File: src/rtl/mult_bus_if.sv
// Bus between mult_bus_master and the memory-mapped multiplier peripheral.
// The master drives cs/addr/rd/wr/bus_wdata; the peripheral returns bus_rdata
// in the cycle that follows a read strobe.
interface mult_bus_if;
   logic        cs;
   logic [4:0]  addr;
   logic        rd;
   logic        wr;
   logic [15:0] bus_wdata;
   logic [31:0] bus_rdata;

   modport master (output cs, addr, rd, wr, bus_wdata, input bus_rdata);
   modport slave  (input cs, addr, rd, wr, bus_wdata, output bus_rdata);
endinterface

File: src/rtl/mult_bus_master.sv
// mult_bus_master: runs one complete multiplier job per accepted start pulse.
// The job is write A, write B, set INIT, clear INIT, poll DONE, read RESULT.
// Every access is one strobe cycle followed by GAP idle bus cycles.
// Optional feature macro: MULT_MASTER_TIMEOUT_EN. When it is defined, the job
// aborts with err=1 after MAX_POLLS failed DONE polls.
//
// state      | meaning
// -----------+--------------------------------------------------------------
// S_IDLE     | waiting for start; operands captured on acceptance
// S_WR_A     | write op_a to A (0x04)
// S_WR_B     | write op_b to B (0x08)
// S_INIT_SET | write 0x0001 to INIT (0x0C)
// S_INIT_CLR | write 0x0000 to INIT (0x0C)
// S_POLL     | read DONE (0x10); repeat until bit 0 is set
// S_RES      | read RESULT (0x14) into result
// S_FIN      | one-cycle done pulse, then back to idle
module mult_bus_master #(
   parameter int unsigned GAP       = 1,
   parameter int unsigned MAX_POLLS = 64
) (
   input  logic        clk,
   input  logic        rst,
   input  logic        start,
   input  logic [15:0] op_a,
   input  logic [15:0] op_b,
   output logic        busy,
   output logic        done,
   output logic [31:0] result,
   output logic        err,
   mult_bus_if.master  bus
);

   localparam logic [4:0] ADDR_A    = 5'h04;
   localparam logic [4:0] ADDR_B    = 5'h08;
   localparam logic [4:0] ADDR_INIT = 5'h0C;
   localparam logic [4:0] ADDR_DONE = 5'h10;
   localparam logic [4:0] ADDR_RES  = 5'h14;

   // The gap timer is loaded with GAP in the strobe cycle and counts down to
   // zero in the last gap cycle, so GAP-1 marks the first gap cycle.
   localparam logic [3:0] GAP_LOAD  = 4'(GAP);
   localparam logic [3:0] GAP_FIRST = 4'(GAP - 1);

   if (GAP < 1 || GAP > 15) begin : g_bad_gap
      $error("mult_bus_master: GAP must be in 1..15");
   end
   if (MAX_POLLS < 1) begin : g_bad_max_polls
      $error("mult_bus_master: MAX_POLLS must be at least 1");
   end

   typedef enum logic [2:0] {
      S_IDLE,
      S_WR_A,
      S_WR_B,
      S_INIT_SET,
      S_INIT_CLR,
      S_POLL,
      S_RES,
      S_FIN
   } state_t;

   state_t      state_q, state_d;
   logic [3:0]  gap_q, gap_d;
   logic        hit_q, hit_d;
   logic [15:0] b_q, b_d;
   logic        cs_q, cs_d;
   logic        rd_q, rd_d;
   logic        wr_q, wr_d;
   logic [4:0]  addr_q, addr_d;
   logic [15:0] wdata_q, wdata_d;
   logic        busy_q, busy_d;
   logic        done_q, done_d;
   logic [31:0] result_q, result_d;
   logic        enter;
   logic        first_gap;
   logic        last_gap;
   logic        poll_set;

`ifdef MULT_MASTER_TIMEOUT_EN
   localparam int unsigned        CNT_W    = $clog2(MAX_POLLS + 1);
   localparam logic [CNT_W-1:0]   CNT_LAST = CNT_W'(MAX_POLLS - 1);
   logic [CNT_W-1:0] poll_cnt_q, poll_cnt_d;
   logic             err_q, err_d;
`endif

   assign first_gap = (gap_q == GAP_FIRST);
   assign last_gap  = (gap_q == 4'd0);
   // With GAP=1 the decision edge is also the sampling edge, so take the bus
   // directly; with longer gaps use the value captured in the first gap cycle.
   assign poll_set  = first_gap ? bus.bus_rdata[0] : hit_q;

   // Next-state sequencing and registered-output decode for the next cycle.
   always_comb begin
      state_d  = state_q;
      gap_d    = (gap_q != 4'd0) ? gap_q - 4'd1 : gap_q;
      hit_d    = hit_q;
      b_d      = b_q;
      result_d = result_q;
      enter    = 1'b0;
      cs_d     = 1'b0;
      rd_d     = 1'b0;
      wr_d     = 1'b0;
      addr_d   = 5'd0;
      wdata_d  = 16'd0;
      done_d   = 1'b0;
`ifdef MULT_MASTER_TIMEOUT_EN
      poll_cnt_d = poll_cnt_q;
      err_d      = err_q;
`endif

      case (state_q)
         S_IDLE: begin
            if (start) begin
               state_d = S_WR_A;
               enter   = 1'b1;
               b_d     = op_b;
`ifdef MULT_MASTER_TIMEOUT_EN
               poll_cnt_d = '0;
               err_d      = 1'b0;
`endif
            end
         end
         S_WR_A: begin
            if (last_gap) begin
               state_d = S_WR_B;
               enter   = 1'b1;
            end
         end
         S_WR_B: begin
            if (last_gap) begin
               state_d = S_INIT_SET;
               enter   = 1'b1;
            end
         end
         S_INIT_SET: begin
            if (last_gap) begin
               state_d = S_INIT_CLR;
               enter   = 1'b1;
            end
         end
         S_INIT_CLR: begin
            if (last_gap) begin
               state_d = S_POLL;
               enter   = 1'b1;
            end
         end
         S_POLL: begin
            if (first_gap) begin
               hit_d = bus.bus_rdata[0];
            end
            // A miss re-enters S_POLL, which issues a fresh DONE read.
            if (last_gap) begin
               enter = 1'b1;
               if (poll_set) begin
                  state_d = S_RES;
               end
`ifdef MULT_MASTER_TIMEOUT_EN
               else if (poll_cnt_q == CNT_LAST) begin
                  state_d  = S_FIN;
                  err_d    = 1'b1;
                  result_d = 32'd0;
               end
               else begin
                  poll_cnt_d = poll_cnt_q + 1'b1;
               end
`endif
            end
         end
         S_RES: begin
            if (first_gap) begin
               result_d = bus.bus_rdata;
            end
            if (last_gap) begin
               state_d = S_FIN;
               enter   = 1'b1;
            end
         end
         S_FIN: begin
            state_d = S_IDLE;
         end
         default: begin
            state_d = S_IDLE;
         end
      endcase

      busy_d = (state_d != S_IDLE);

      if (enter) begin
         gap_d = GAP_LOAD;
         case (state_d)
            S_WR_A: begin
               cs_d    = 1'b1;
               wr_d    = 1'b1;
               addr_d  = ADDR_A;
               wdata_d = op_a;
            end
            S_WR_B: begin
               cs_d    = 1'b1;
               wr_d    = 1'b1;
               addr_d  = ADDR_B;
               wdata_d = b_q;
            end
            S_INIT_SET: begin
               cs_d    = 1'b1;
               wr_d    = 1'b1;
               addr_d  = ADDR_INIT;
               wdata_d = 16'h0001;
            end
            S_INIT_CLR: begin
               cs_d    = 1'b1;
               wr_d    = 1'b1;
               addr_d  = ADDR_INIT;
               wdata_d = 16'h0000;
            end
            S_POLL: begin
               cs_d   = 1'b1;
               rd_d   = 1'b1;
               addr_d = ADDR_DONE;
            end
            S_RES: begin
               cs_d   = 1'b1;
               rd_d   = 1'b1;
               addr_d = ADDR_RES;
            end
            S_FIN: begin
               done_d = 1'b1;
            end
            default: begin
            end
         endcase
      end
   end

   // State, gap timer and all outputs are registered; reset idles the bus at once.
   always_ff @(posedge clk or negedge rst) begin
      if (!rst) begin
         state_q  <= S_IDLE;
         gap_q    <= 4'd0;
         hit_q    <= 1'b0;
         b_q      <= 16'd0;
         cs_q     <= 1'b0;
         rd_q     <= 1'b0;
         wr_q     <= 1'b0;
         addr_q   <= 5'd0;
         wdata_q  <= 16'd0;
         busy_q   <= 1'b0;
         done_q   <= 1'b0;
         result_q <= 32'd0;
      end else begin
         state_q  <= state_d;
         gap_q    <= gap_d;
         hit_q    <= hit_d;
         b_q      <= b_d;
         cs_q     <= cs_d;
         rd_q     <= rd_d;
         wr_q     <= wr_d;
         addr_q   <= addr_d;
         wdata_q  <= wdata_d;
         busy_q   <= busy_d;
         done_q   <= done_d;
         result_q <= result_d;
      end
   end

`ifdef MULT_MASTER_TIMEOUT_EN
   // Failed-poll counter and timeout flag for the abort path.
   always_ff @(posedge clk or negedge rst) begin
      if (!rst) begin
         poll_cnt_q <= '0;
         err_q      <= 1'b0;
      end else begin
         poll_cnt_q <= poll_cnt_d;
         err_q      <= err_d;
      end
   end

   assign err = err_q;
`else
   assign err = 1'b0;
`endif

   assign bus.cs        = cs_q;
   assign bus.rd        = rd_q;
   assign bus.wr        = wr_q;
   assign bus.addr      = addr_q;
   assign bus.bus_wdata = wdata_q;
   assign busy          = busy_q;
   assign done          = done_q;
   assign result        = result_q;

endmodule

File: src/flat_wrapper.sv
// flat-port wrapper written by rule: the top's interface ports become plain ports
module mult_bus_master_flat 
#(
   parameter int unsigned GAP       = 1,
   parameter int unsigned MAX_POLLS = 64
)
  (clk, rst, start, op_a, op_b, busy, done, result, err, bus_cs, bus_addr, bus_rd, bus_wr, bus_bus_wdata, bus_bus_rdata);
  mult_bus_if bus_i ();
  input  logic clk;
  input  logic rst;
  input  logic start;
  input  logic [15:0] op_a;
  input  logic [15:0] op_b;
  output logic busy;
  output logic done;
  output logic [31:0] result;
  output logic err;
  output wire logic [$bits(bus_i.cs)-1:0] bus_cs;
  output wire logic [$bits(bus_i.addr)-1:0] bus_addr;
  output wire logic [$bits(bus_i.rd)-1:0] bus_rd;
  output wire logic [$bits(bus_i.wr)-1:0] bus_wr;
  output wire logic [$bits(bus_i.bus_wdata)-1:0] bus_bus_wdata;
  input wire logic [$bits(bus_i.bus_rdata)-1:0] bus_bus_rdata;
  assign bus_cs = bus_i.cs;
  assign bus_addr = bus_i.addr;
  assign bus_rd = bus_i.rd;
  assign bus_wr = bus_i.wr;
  assign bus_bus_wdata = bus_i.bus_wdata;
  assign bus_i.bus_rdata = bus_bus_rdata;
  mult_bus_master #(.GAP(GAP), .MAX_POLLS(MAX_POLLS)) u_core (.clk(clk), .rst(rst), .start(start), .op_a(op_a), .op_b(op_b), .busy(busy), .done(done), .result(result), .err(err), .bus(bus_i));
endmodule
File: config.mk
export PLATFORM = sky130hd
export DESIGN_NAME = mult_bus_master_flat
export DESIGN_NICKNAME = d
export VERILOG_FILES = /design/src/rtl/mult_bus_if.sv /design/src/rtl/mult_bus_master.sv /design/src/flat_wrapper.sv
export SDC_FILE = /design/constraint.sdc
export NUM_CORES = 1
export LEC_CHECK = 0
export ABC_AREA = 1
export CORE_MARGIN = 1.5
export CORE_UTILIZATION = 47
export DETAILED_ROUTE_END_ITERATION = 16
export GPL_TIMING_DRIVEN = 0
export PLACE_DENSITY_LB_ADDON = 0.12
export SETUP_SLACK_MARGIN = 0.4
export SLEW_MARGIN = 30
export SYNTH_ARGS = -nofsm -noshare
export SYNTH_HDL_FRONTEND = slang
export SYNTH_SLANG_ARGS = --single-unit
File: constraint.sdc
create_clock -name clk -period 5.6 [get_ports clk]
set_clock_uncertainty 0.2 [all_clocks]
set_input_delay 0.56 -clock clk [delete_from_list [all_inputs] [get_ports clk]]
set_output_delay 0.56 -clock clk [all_outputs]
set_load 0.01 [all_outputs]
==> results by stage, run 1 <==
Outcome:
- The flow ran to the end, and the final reports show no timing, DRC or antenna violations.

Routing:
- The first detailed-routing pass took 5 iterations.
- The final wirelength is between 7000 and 8000 µm.
- In the routed layout, each cell is associated on average with a via count of about 5.
- The count of unresolved DRC violations after routing is 0.
- The detail-routed net length per standard cell is 14.69 µm.
- For this block, the initial DRC count from the detailed router was 115.
- In this run the remaining antenna-violating nets after routing total 0.
- The total vias in the final route is between 2k and 3k.

Timing:
- Setup repair after global routing left no endpoint under its margin.
- The max-slew violation count is 0.
- The final hold slack is between 0.02 and 0.03 ns.
- The final critical-path required period is between 2 and 2.5 ns.
- Timing would allow up to between 0.4 and 0.5 GHz.
- The slew at the pin closest to its max-slew limit is between 0.6 and 0.7 ns.
- The worst path meets setup with 3.473 ns of slack.
- Measured against its own limit, the worst slew margin works out to just under 60%.
- The number of setup violations in the final report is 0.
- The final critical path takes up roughly 38% of the cycle.
- The setup total negative slack is 0 ns.
- The final hold violation count was 0.

Worst setup path:
- The flop-to-flop setup slack is around 3.5 ns.
- Walking the worst path, the cells encountered are inv_1 -> ha_1 -> nand3_4 -> a21oi_2 -> nand2_4 -> nor2_8 -> buf_6 -> nand4_1 -> a21oi_1.
- The cell type of the slowest stage on the worst timing path is sky130_fd_sc_hd__dfrtp_1.
- The worst setup path is launched from a register.
- In this run the critical register-to-register path is launched from u_core.gap_q[0].
- The worst setup path is of the reg -> reg kind.
- The arrival time of data at the critical path endpoint is around 2.2 ns.
- The number of cells on the worst reg-to-reg path is 9.
- The required time of the worst setup path is between 5 and 6 ns.
- Of all nets on the critical path, the largest fanout is 10.
- The worst register-to-register path ends at u_core.bus.bus_wdata[11].
- For this run, the slowest stage of the critical path takes ~0.39 ns.
- The kind of capture point of the worst setup path is a register.

Clocking:
- The TritonCTS buffer count is 9.
- TritonCTS built the clock tree.
- The clock tree buffer depth is 2.
- Once the clock tree was built, the setup fixing pass inserted 0 buffers.
- The count of hold-fix buffers inserted at cts is 0.
- The post-CTS clock slew at the launch and capture registers of the worst setup and hold paths is ~0.08 ns.
- The clock latency reported for the late side of the worst-skew pair is ~0.34 ns.
- The number of gates resized after CTS was 0.
- The TritonCTS sink count is between 70 and 80.
- The maximum level of the CTS H-tree is 3.
- The clock tree root driver cell is sky130_fd_sc_hd__clkbuf_8.

Cells and area:
- The repair_antennas step left the layout with diodes totalling 0.
- Cells with a size suffix above 1 make up 21.87% of the layout.
- The area taken by flip-flops and latches is roughly 2000 µm².
- After routing the design area is 4852 µm².
- Cells fill a little under three quarters of the core in the end.
- The total of fill cells in the finished design is 521.
- The library cell used most frequently in the layout, excluding fill and tap cells, is sky130_fd_sc_hd__clkdlybuf4s50_1.
- The top cell types in the final layout, fill and taps aside, are 121 x sky130_fd_sc_hd__clkdlybuf4s50_1, 79 x sky130_fd_sc_hd__dfrtp_1, 36 x sky130_fd_sc_hd__mux2_2, 22 x sky130_fd_sc_hd__nand3_1, 19 x sky130_fd_sc_hd__a21oi_1.
- In the final layout, the multi-input gates occupy roughly 1200 µm².
- Compared with the post-synthesis result, the final layout area differs by 46.89%.
- In the final design database the tool counted 472 nets.
- The number of cells in the finished layout apart from fillers is 503.

Floorplanning:
- In this run the count of I/O pins placed on the die edge is 126.
- The x dimension of the die is just under 90 µm.
- The floorplan step defined a die boundary enclosing between 7000 and 8000 µm².
- The height of the die is ~87 µm.
- The floorplan step defined a core boundary enclosing between 6000 and 7000 µm².
- For this configuration, the core starts out at a cell density of approximately 49%.
- Row generation in the floorplan step produced 30 rows.

Placed design:
- The setup slack at placement is ~3.3 ns.
- The number of placed instances, taps included is just under 500.
- Port buffering added about 120 buffers.
- The HPWL after detailed placement is between 5000 and 6000 µm.
- The placed cell area is approximately 4700 µm².
- The congestion estimate from routability-driven global placement came to around 0.83.

GRT:
- The overflow left after global routing is 0.
- The initial antenna violation count is 0.
- The wire length of the first global-routing pass is ~12000 µm.
- The via count of the first global-routing pass is between 2k and 3k.
- The maximum number of pins on one net before global-route repair is 50.
- The combined global-route utilization of all metal layers is a little over a fifth.

Power and ir drop:
- Power comes to approximately 2.6 mW.
- The total power divided by cell area is 531.5 nW/µm².
- Summed over all cells, the static leakage comes to ~2.2 nW.
- VDD sags by at most roughly 0.35 mV.

Synthesis:
- The mean area per synthesized cell is approximately 12 µm².
- The share of the yosys chip area belonging to registers is roughly 60%.
- After technology mapping, the gate count stands at roughly 270.
- The number of unique standard cell types used by synthesis is 30.
- After synthesis, the largest area contributor takes up roughly three fifths of total cell area.
- The number of register bits inferred by synthesis is 79.
- The total of warnings raised by yosys is 0.
- In the post-synthesis netlist, the biggest area contributors are sky130_fd_sc_hd__dfrtp_1 60%, sky130_fd_sc_hd__mux2_2 12%, sky130_fd_sc_hd__mux2_1 4.1%.
- The largest total area in the synthesized netlist belongs to sky130_fd_sc_hd__dfrtp_1.
- The area of the mapped netlist is roughly 3300 µm².

Hold path:
- The class of the tightest hold or removal check is in -> async.

Job:
- Across the run, the number of max-cap violations was 0.
==> kinds of logic after synthesis <==
group                      count (synthesis)  share of synthesized area, %
xor gates and xnor gates                   2                        0.5304
adders and majority gates                  2                        0.7575
and+or+nand+nor                           80                         13.11
buffers and inverters                     31                         5.265
AOI/OAI and AO/OA                         24                         4.015
muxes                                     48                         16.36
DFF                                       79                         59.85
other                                      1                        0.1135
==> power by group <==
part / internal (mW) / switching [mW] / total [mW]
Sequential: 0.792 / 0.108 / 0.900
Clock: 0.196 / 0.196 / 0.393
Combinational: 0.612 / 0.675 / 1.29
==> cells in the mapped netlist <==
master                     count
sky130_fd_sc_hd__a21oi_1      19
sky130_fd_sc_hd__a21oi_2       1
sky130_fd_sc_hd__buf_2         5
sky130_fd_sc_hd__buf_4        11
sky130_fd_sc_hd__buf_6         1
sky130_fd_sc_hd__conb_1        1
sky130_fd_sc_hd__dfrtp_1      79
sky130_fd_sc_hd__ha_1          2
sky130_fd_sc_hd__inv_1         5
sky130_fd_sc_hd__inv_2         8
sky130_fd_sc_hd__inv_4         1
sky130_fd_sc_hd__mux2_1       12
sky130_fd_sc_hd__mux2_2       36
sky130_fd_sc_hd__nand2_1      17
sky130_fd_sc_hd__nand2_2       4
sky130_fd_sc_hd__nand2_4       1
sky130_fd_sc_hd__nand3_1      22
sky130_fd_sc_hd__nand3_4       1
sky130_fd_sc_hd__nand3b_1      1
sky130_fd_sc_hd__nand4_1      18
sky130_fd_sc_hd__nor2_1       10
sky130_fd_sc_hd__nor2_2        2
sky130_fd_sc_hd__nor2_8        1
sky130_fd_sc_hd__nor3_1        3
sky130_fd_sc_hd__o211ai_1      1
sky130_fd_sc_hd__o21ai_1       1
sky130_fd_sc_hd__o21ai_2       1
sky130_fd_sc_hd__o31ai_1       1
sky130_fd_sc_hd__xnor2_1       1
sky130_fd_sc_hd__xor2_1        1
==> final cells by class <==
class / count / area share (%)
Clock buffer: 13 / 3.481
Clock inverter: 2 / 0.2837
Sequential cell: 79 / 40.74
Timing Repair Buffer: 123 / 25.53
Multi-Input combinational cell: 159 / 23.90
Buffer: 17 / 2.450
Inverter: 14 / 1.135
Tap cell: 96 / 2.476
==> per-layer routing <==
| layer | part of all wire (%) | GRT usage, % | vias up |
|---|---|---|---|
| li1 | - | - | 1198 |
| met1 | 42 | 25.85 | 1217 |
| met2 | 49 | 34.11 | 111 |
| met3 | 7.0 | 4.476 | 18 |
| met4 | 2.8 | 11.58 | 0 |
| met5 | 0 | 0 | - |
==> worst max-delay path: cells and delay by family (launching register included) <==
family                     cells  cell delay [ns]
and+or+nand+nor                4             0.56
DFF                            1             0.39
AOI/OAI and AO/OA              2             0.35
buffers and inverters          2             0.29
adders and majority gates      1             0.25
==> flip-flops by register name (all words and copies together), names as in the netlist, 3 cells and up <==
name	cells
u_core.result	32
u_core.b_q	16
u_core.bus.bus_wdata	16
u_core.gap_q	4
u_core.bus.addr	3
u_core.state_q	3
==> worst max-delay path by stage <==
stage | start | endpoint | slack, ns | cells after the start
finish | u_core.gap_q[0] | u_core.bus.bus_wdata[11] | 3.47 | 9
global placement | rst | u_core.b_q[2] | 1.04 | 1
CTS | u_core.gap_q[0] | u_core.bus.bus_wdata[14] | 3.48 | 9
global route | u_core.gap_q[0] | u_core.bus.bus_wdata[14] | 3.34 | 9
floorplan | u_core.gap_q[0] | u_core.result[10] | 3.71 | 6
detailed placement | bus_bus_rdata[0] | u_core.bus.bus_wdata[14] | 3.28 | 10
No activity file was read; power rests on OpenSTA's default activity.
==> run 2, diff against run 1 <==
- CORE_UTILIZATION: 47 -> 40
- clock period: 5.6 -> 1.9 ns (I/O delays scaled with it)
==> results by stage, run 2 (synthesis gave the netlist of run 1 again) <==
Worst setup path:
- The largest driver fanout on the critical path is 6.
- The required time of the worst setup path is 1.96 ns.
- The worst setup path is captured at a register.
- The endpoint of the worst register-to-register path is u_core.bus.addr[4].
- The origin of the critical flop-to-flop path is u_core.gap_q[1].
- In this run the worst setup path terminates at u_core.bus.addr[4].
- The flop-to-flop setup slack is about 0.030 ns.
- For the worst setup path, the data arrival time is between 1.5 and 2 ns.
- The worst setup path is launched from a register.
- Measured in cells, the most critical reg-to-reg path has a length of 11.
- The kind of critical path is reg -> reg.
- Tracing the worst setup path back leads to its startpoint at u_core.gap_q[1].

GRT:
- The initial antenna violation count is 0.
- The maximum number of pins on one net before global-route repair is 52.
- After global routing the overflow that remains totals 0.
- The via count of the first global-routing pass is about 2.8k.
- The wire length of the first global-routing pass is between 10000 and 15000 µm.
- The combined global-route utilization of all metal layers is 19.41%.

Cells and area:
- Leaving out fill and tap cells, the most frequent cells in the layout are 76 x sky130_fd_sc_hd__dfrtp_1, 65 x sky130_fd_sc_hd__clkdlybuf4s50_1, 56 x sky130_fd_sc_hd__dlygate4sd2_1, 48 x sky130_fd_sc_hd__mux2_4, 20 x sky130_fd_sc_hd__buf_6.
- Leaving out filler cells and counting taps, the final layout contains 544.
- The layout overhead on the synthesized area is 72.31%.
- 0 antenna diodes ended up in the layout.
- The layout has approximately 550 filler cells.
- In the final design database the tool counted slightly above 500 nets.
- Cells with a size suffix above 1 make up between 30% and 40% of the layout.
- The most common cell after layout, fill and taps aside is sky130_fd_sc_hd__dfrtp_1.
- The area of combinational cells with multiple inputs is 1509 µm².
- In the final layout, flip-flops and latches occupy around 2000 µm².
- The register with the most flip-flops in the layout has 32 of them.

Power and ir drop:
- The leakage power figure is about 2.8 nW.
- The total power is between 9 and 10 mW.
- The total power divided by cell area is approximately 1700 nW/µm².
- The largest vdd supply drop is about 0.8 mV.

Placed design:
- The setup slack at placement is -0.06173 ns.
- The wire-length estimate of the detail-placed layout is about 5400 µm.
- Routability-driven placement finished with a final weighted congestion of 0.7814.
- In this run, placement finished with an instance count of about 500.
- The count of buffers added on input and output ports is 122.

Outcome:
- The run finished with clean final reports.

Clocking:
- The clock net in this run drives a total of just under 80 sinks.
- Clock latency on the worst-skew pair, taken at its later pin, is 0.34 ns.
- TritonCTS built the clock tree.
- The clock tree buffer depth is 2.
- Counting the buffers created by CTS gives 9.
- The maximum level of the CTS H-tree is 3.
- After clock tree synthesis, the clock-pin slew on the worst setup and hold paths is ~0.090 ns.
- The clock tree root driver cell is sky130_fd_sc_hd__clkbuf_8.

Timing:
- The max-slew violation count is 0.
- The final hold violation count came to 0.
- Setup slack closes at roughly 0.03 ns.
- The setup total negative slack is 0 ns.
- The number of setup violations in the final report is 0.
- The final critical-path required period is 1.870 ns.
- Setup repair after global routing could not meet its margin everywhere.
- For this run, the top clock speed supported by timing is 0.5349 GHz.
- After layout, the worst path uses a little over nine tenths of the clock period.
- Hold timing on the final database bottoms out at a slack of 0.09200 ns.

Routing:
- For this run, design rule violations remaining after detail routing come to 0.
- The final antenna-violating net count is 0.
- The detailed-router iteration count before antenna repair is 4.
- Summing over every cut layer, the via total after detailed routing is between 2k and 3k.
- After detailed routing, the number of vias per cell comes to about 5.0.
- The detail-routed net length per standard cell is roughly 16 µm.
- The count of routing violations after the opening detailed-route iteration is between 70 and 80.
- The routed design has 8907 µm of wire.

Floorplanning:
- The boundary pin count is 126.
- The region available for standard cell placement spans slightly below 8000 µm².
- The x dimension of the die is 93.88 µm.
- The initial cell density of the core is between 40% and 50%.
- From bottom edge to top edge, the die measures 93.88 µm.
- The overall die area is approximately 8800 µm².
- The initialized floorplan defines 32 standard-cell rows.

Job:
- The count of maximum capacitance violations is 0.

Hold path:
- The class of the tightest hold or removal check is in -> async.
==> run 2: worst max-delay path: stages, from the launching register on <==
cell                      delay [ns]
sky130_fd_sc_hd__dfrtp_1        0.39
sky130_fd_sc_hd__inv_2          0.08
sky130_fd_sc_hd__ha_4           0.16
sky130_fd_sc_hd__nand3_4        0.13
sky130_fd_sc_hd__inv_4          0.11
sky130_fd_sc_hd__nand2_2        0.07
sky130_fd_sc_hd__o21ai_4        0.09
sky130_fd_sc_hd__inv_4          0.09
sky130_fd_sc_hd__buf_8          0.14
sky130_fd_sc_hd__nor2_4         0.12
sky130_fd_sc_hd__nand2_2        0.08
sky130_fd_sc_hd__a21oi_2        0.12
==> run 2: cell type report <==
type	instances	share of cell area (%)
timing repair buffer	157	27.96
clock buffer	11	2.308
inverter	14	1.231
buffer	17	3.913
sequential	79	34.80
tap	102	2.242
multi-input combinational	159	26.51
clock inverter	5	1.033
==> run 2: layer usage <==
layer  track usage [%]  up-vias  wire length, µm
met5                 0        -                0
met4             7.463        0              103
met3             3.641       13              547
met2             32.43      108             4409
met1             24.95     1325             3847
li1                  -     1259                -
==> run 2: how the worst min path moves through the flow <==
| stage | startpoint | end | slack [ns] | cells past startpoint |
|---|---|---|---|---|
| CTS | rst | u_core.result[30] | 0.08 | 2 |
| global route | rst | u_core.result[30] | 0.11 | 2 |
| detailed placement | rst | u_core.result[30] | -0.12 | 1 |
| global placement | u_core.result[30] | u_core.result[30] | 0.27 | 1 |
| finish | rst | u_core.result[31] | 0.09 | 2 |
| floorplan | rst | u_core.b_q[0] | -0.31 | 0 |
==> run 2: what timing repair did <==
item / CTS / global route
gates cloned: 5 / 4
hold buffers: 1 / 0
endpoints found under the setup margin: 134 / 78
buffers inserted: 17 / 7
hold endpoints to repair: 79 / 0
resized for setup: 127 / 56
pin swaps: 17 / 7
==> run 2: per-stage QoR <==
step	area, µm²	utilization [%]
finish	5692	72.53
global route	5692	72.53
CTS	5321	67.81
detailed placement	4766	60.73
global placement	4737	60.36
floorplan	3388	-
==> run 2: power by group <==
part	switching [mW]	leakage, nW	internal, mW
combinational	2.70	1.67	2.90
sequential	0.351	1.02	2.34
clock	0.596	0.0895	0.608
total	3.64	2.78	5.85
